===== src/rtl/cnn_layer_sched.sv =====
// Layer scheduler: queues host descriptors and sequences them through the CNN accelerator.
// Optional watchdog on RUN/POOL enabled by defining CNN_SCHED_TIMEOUT_EN.
module cnn_layer_sched #(
   parameter int DEPTH   = 4,
   parameter int OPW     = 14,
   parameter int CLR_CYC = 2,
   parameter int TMO_W   = 16
) (
   input  logic           clk,
   input  logic           nrst,
   input  logic [OPW-1:0] desc_i,
   input  logic           desc_vld_i,
   output logic           desc_rdy_o,
   input  logic           go_i,
   input  logic           abort_i,
   input  logic           conv_finish_i,
   input  logic           pool_finish_i,
   output logic [OPW-1:0] op_code_o,
   output logic           acc_nrst_o,
   output logic           busy_o,
   output logic           done_o,
   output logic           err_o,
   output logic [7:0]     layer_cnt_o
);

   localparam int AW  = $clog2(DEPTH);
   localparam int CW  = AW + 1;
   localparam int CCW = (CLR_CYC > 1) ? $clog2(CLR_CYC) : 1;

   localparam logic [2:0] MODE_CONV = 3'b001;
   localparam logic [2:0] MODE_POOL = 3'b010;

   typedef enum logic [2:0] {
      S_IDLE,
      S_CLR,
      S_RUN,
      S_POOL,
      S_NEXT,
      S_ERR
   } state_t;

   state_t         state, nxt;
   logic [OPW-1:0] mem [DEPTH];
   logic [AW-1:0]  wr_ptr, rd_ptr;
   logic [CW-1:0]  cnt, cnt_nxt;
   logic [2:0]     mode;
   logic [CCW-1:0] clr_cnt;
   logic           empty, full, push, pop, flush, done_nxt, go_acc, tmo, legal;

   assign empty = (cnt == '0);
   assign full  = (cnt == CW'(DEPTH));
   assign push  = desc_vld_i && !full;
   assign legal = (mode == MODE_CONV) || (mode == MODE_POOL);

`ifdef CNN_SCHED_TIMEOUT_EN
   logic [TMO_W-1:0] wdog;
   logic [TMO_W-1:0] wdog_inc;

   assign wdog_inc = wdog + TMO_W'(1);
   assign tmo      = &wdog_inc;

   always_ff @(posedge clk) begin
      if (!nrst)
         wdog <= '0;
      else if (pop)
         wdog <= '0;
      else if (state == S_RUN || state == S_POOL)
         wdog <= wdog_inc;
   end
`else
   assign tmo = 1'b0;
`endif

   always_comb begin
      nxt      = state;
      done_nxt = 1'b0;
      flush    = 1'b0;
      go_acc   = 1'b0;
      case (state)
         S_IDLE: begin
            if (go_i && !empty) begin
               nxt    = S_CLR;
               go_acc = 1'b1;
            end
         end
         S_CLR: begin
            // finish levels are deliberately not looked at here: they may be stale
            if (clr_cnt == CCW'(CLR_CYC - 1))
               nxt = legal ? S_RUN : S_ERR;
         end
         S_RUN: begin
            if (conv_finish_i)
               nxt = (mode == MODE_POOL) ? S_POOL : S_NEXT;
            else if (tmo)
               nxt = S_ERR;
         end
         S_POOL: begin
            if (pool_finish_i)
               nxt = S_NEXT;
            else if (tmo)
               nxt = S_ERR;
         end
         S_NEXT: begin
            if (!empty) begin
               nxt = S_CLR;
            end else begin
               nxt      = S_IDLE;
               done_nxt = 1'b1;
            end
         end
         S_ERR: begin
            nxt      = S_IDLE;
            flush    = 1'b1;
            done_nxt = 1'b1;
         end
         default: nxt = S_IDLE;
      endcase
      if (abort_i) begin
         nxt      = S_IDLE;
         flush    = 1'b1;
         done_nxt = 1'b0;
         go_acc   = 1'b0;
      end
   end

   assign pop = (nxt == S_CLR) && (state != S_CLR);

   always_comb begin
      if (flush)
         cnt_nxt = '0;
      else
         cnt_nxt = cnt + CW'(push) - CW'(pop);
   end

   // storage needs no reset: occupancy and pointers decide what is valid
   always_ff @(posedge clk) begin
      if (push)
         mem[wr_ptr] <= desc_i;
   end

   always_ff @(posedge clk) begin
      if (!nrst) begin
         state       <= S_IDLE;
         wr_ptr      <= '0;
         rd_ptr      <= '0;
         cnt         <= '0;
         mode        <= '0;
         clr_cnt     <= '0;
         desc_rdy_o  <= 1'b1;
         op_code_o   <= '0;
         acc_nrst_o  <= 1'b0;
         busy_o      <= 1'b0;
         done_o      <= 1'b0;
         err_o       <= 1'b0;
         layer_cnt_o <= '0;
      end else begin
         state      <= nxt;
         cnt        <= cnt_nxt;
         desc_rdy_o <= (cnt_nxt != CW'(DEPTH));
         if (flush) begin
            wr_ptr <= '0;
            rd_ptr <= '0;
         end else begin
            if (push) wr_ptr <= wr_ptr + AW'(1);
            if (pop)  rd_ptr <= rd_ptr + AW'(1);
         end

         if (pop)
            clr_cnt <= '0;
         else if (state == S_CLR)
            clr_cnt <= clr_cnt + CCW'(1);

         if (pop) begin
            op_code_o <= mem[rd_ptr];
            mode      <= mem[rd_ptr][2:0];
         end else if (nxt == S_IDLE) begin
            op_code_o <= '0;
         end

         // abort forces one low cycle on the accelerator reset even though we land in IDLE
         acc_nrst_o <= !((nxt == S_CLR) || (abort_i && state != S_IDLE));
         // busy stays up through the done pulse so the host sees done before busy drops
         busy_o     <= (nxt != S_IDLE) || done_nxt;
         done_o     <= done_nxt;

         if (go_acc)
            err_o <= 1'b0;
         else if (nxt == S_ERR)
            err_o <= 1'b1;

         if (go_acc)
            layer_cnt_o <= '0;
         else if (state == S_NEXT && !abort_i && layer_cnt_o != 8'hFF)
            layer_cnt_o <= layer_cnt_o + 8'd1;
      end
   end

endmodule


===== config.mk =====
export PLATFORM = sky130hd
export DESIGN_NAME = cnn_layer_sched
export DESIGN_NICKNAME = d
export VERILOG_FILES = /design/src/rtl/cnn_layer_sched.sv
export SDC_FILE = /design/constraint.sdc
export NUM_CORES = 1
export LEC_CHECK = 0
export ABC_AREA = 1
export BUFFER_PORTS_ARGS = -buffer_cell sky130_fd_sc_hd__buf_2
export CORE_MARGIN = 1
export CORE_UTILIZATION = 25
export CTS_CLUSTER_SIZE = 16
export DETAILED_ROUTE_END_ITERATION = 7
export SLEW_MARGIN = 20
export SYNTH_ARGS = -nofsm -noshare
export SYNTH_HDL_FRONTEND = slang
export SYNTH_SLANG_ARGS = --single-unit
export TNS_END_PERCENT = 1

===== constraint.sdc =====
create_clock -name clk -period 2.3 [get_ports clk]
set_input_delay 0.345 -clock clk [delete_from_list [all_inputs] [get_ports clk]]
set_output_delay 0.345 -clock clk [all_outputs]
set_load 0.005 [all_outputs]

==> results.json <==
{
  "status": "finished, violations left",
  "violations": "negative setup slack",
  "synth_nets": 427,
  "grt_pass1_vias": 2941,
  "seqCellArea_um2": 2556,
  "clkSinkCount": 99,
  "initialDrtViolationCount": 168,
  "synth_area_per_cell_um2": 10.28,
  "leakage_nw": 2.017,
  "rsz0062_at_grt": "true",
  "powerDensity_nw_per_um2": 712.3,
  "clockRootBuffer": "clkbuf_16",
  "nNetsFinal": 505,
  "skew_ps": 7.951,
  "layout_setup_ws_ps": -103.6,
  "synth_top_area_share_pct": 41.11,
  "synth_edf_count": 56,
  "drv_slew": 0,
  "worstHoldPathType": "in2reg",
  "synth_area_um2": 4090,
  "cts_hold_buf": 0,
  "ys_types": 38,
  "max_cap_viol_count": 0,
  "holdWs_ps": 215.7,
  "place_hpwl_um": 6425,
  "tightest_slew_ps": 683.9,
  "gr-usage-met1_pct": 14.83,
  "max-vdd-ir-drop_mv": 0.3382,
  "fin_setup_tns_ps": -199.1,
  "yosys_most_used_dff": "edfxtp_1",
  "async_reset_ff_share_pct": 0,
  "die_y_um": 129.9,
  "finalSetupViolCount": 3,
  "first_pass_iters": 4,
  "die_w_um": 129.9,
  "busiest_layer": "met2",
  "hold_violations": 0,
  "clockBufferDepth": 2,
  "drc": 0,
  "met3_usage_pct": 2.870,
  "cts_made_buffers": 9,
  "gp_congestion": 0.8549,
  "rows": 46,
  "antenna_found_initial": 1,
  "end_kind": "flip-flop",
  "io_pins": 48,
  "fmax_mhz": 416.0,
  "fin_crit_sh_pct": 104.5,
  "synth-seq-area-share_pct": 62.16,
  "vias": 3070,
  "start_util_pct": 25.66,
  "layout-drive-gt1-share_pct": 27.23,
  "multi_input_area_um2": 1353,
  "fillers": 1656,
  "wl_um": 9422,
  "wl_per_cell_um": 13.50,
  "die-area_um2": 16880,
  "startpoint_type": "flip-flop",
  "worstPathRequired_ps": 2520,
  "grt_use_total_pct": 11.71,
  "grt_pass1_wl_um": 14890,
  "ys_ff_latch": 99,
  "viasPerCell": 4.398,
  "cts-htree-levels": 3,
  "ys_top_cells_by_area": "edfxtp_1 (41%), dfxtp_1 (21%), nor2_1 (5.3%)",
  "cts_tree": "yes",
  "met2_usage_pct": 19.13,
  "fin_crit_ps": 2404,
  "critical_path_arrival_ps": 2620,
  "ys_warn_count": 0,
  "ant_nets": 0,
  "core_area_um2": 15940,
  "area_growth_pct": 25.39,
  "port_buffers": 47,
  "path_clk_slew_ps": 70,
  "maxSlewHeadroom_pct": 54.13,
  "pre_cts_slack_ps": -135.5,
  "syn_inst": 398,
  "clk-insertion-delay-late_ps": 340,
  "yosysTopAreaCell": "edfxtp_1",
  "crit_fanout": 3,
  "path_class": "reg2reg",
  "grt_max_degree": 29,
  "post-route-util_pct": 32.17,
  "globalRouteOverflowTotal": 0
}
placed cells by master, fill, tap and decap left out, types with 2 or more instances in the layout:
master / n
nor3_2: 2
buf_2: 47
edfxtp_1: 56
xor2_1: 3
xnor2_1: 2
clkbuf_1: 2
o22ai_1: 14
clkinv_1: 3
inv_2: 5
ha_1: 6
inv_4: 3
nor2_1: 56
nor2_4: 4
nor4_1: 2
and2_1: 2
nor3_1: 3
nand2_2: 5
nand3_2: 6
o21ai_0: 31
inv_1: 32
buf_4: 34
dfxtp_1: 38
inv_6: 2
nand4_1: 2
a21oi_1: 25
nand2_4: 2
dfxtp_2: 2
nand3_1: 36
nand2_1: 30
nand3_4: 2
dfxtp_4: 3
clkbuf_16: 9
layer usage:
metal	wire length [um]	up-vias
met2	4466	76
li1	-	1522
met4	96	0
met3	426	6
met1	4432	1466
met5	0	-
cells by family (layout without fill, tap and decap cells):
family | count (synthesis) | after routing | share of synthesized area, %
other cells | 0 | 1 | 0
simple gates | 156 | 156 | 18.45
fa+ha+maj | 8 | 8 | 2.631
flops | 99 | 99 | 62.16
xor+xnor | 5 | 5 | 1.071
compound gates | 74 | 74 | 9.759
buf+inv | 56 | 139 | 5.935
metrics by stage:
stage	instances	power, mW	area, um^2
finish	698	3.653	5129
CTS	691	3.691	5064
global placement	674	2.197	4740
global route	698	3.791	5129
floorplan	398	2.106	4114
detailed placement	674	2.206	4740
where the power goes:
| group | total [mW] | switching, mW | internal (mW) |
|---|---|---|---|
| clock | 1.48 | 0.631 | 0.848 |
| sequential | 1.93 | 0.0167 | 1.91 |
| combinational | 0.243 | 0.152 | 0.0913 |
worst paths after layout:
path,from,endpoint,slack (ps),cells past startpoint
worst max-delay path,mode[2],desc_rdy_o,-100,14
worst min-delay path,desc_i[13],mem[2][13],220,1
worst max register to register,mode[2],desc_rdy_o,-100,14
worst min register to register,err_o,err_o,470,1
sequential cells by signal, indices dropped and copies added, names as in the netlist, 2 cells and up, named ones only:
register / cells
mem: 56
op_code_o: 14
layer_cnt_o: 8
cnt: 3
mode: 3
state: 3
rd_ptr: 2
wr_ptr: 2
synthesized netlist by cell type, drive strengths merged, types with 3 or more instances:
cell    count
a21oi      25
buf         4
clkbuf     10
dfxtp      43
edfxtp     56
ha          7
inv        40
nand2      37
nand3      44
nor2       60
nor3        5
o21ai      31
o22ai      14
xor2        3
timing repair:
action | in CTS | in global routing
setup endpoints to repair | 3 | 3
buffers inserted | 1 | 6
gates resized for setup | 8 | 8
pin swaps | 2 | 5
cell type report:
| class | count | area share (%) |
|---|---|---|
| inverter | 42 | 3.220 |
| clock inverter | 5 | 1.147 |
| tap | 216 | 5.270 |
| timing repair buffer | 81 | 9.563 |
| clock buffer | 11 | 4.538 |
| sequential | 99 | 49.84 |
| antenna | 1 | 0.04879 |
| multi-input combinational | 243 | 26.37 |
worst max-delay path, stage by stage (launching register included):
cell and delay [ps]:
dfxtp_2 340, buf_4 130, nor3_2 170, nand3_2 110, nand3_2 110, nand2_4 50, nand4_1 160, inv_4 40
ha_1 260, inv_1 40, ha_2 160, fa_2 340, xnor2_1 130, nor2_1 140, nand3_1 100
(Power assumes the default switching activity.)
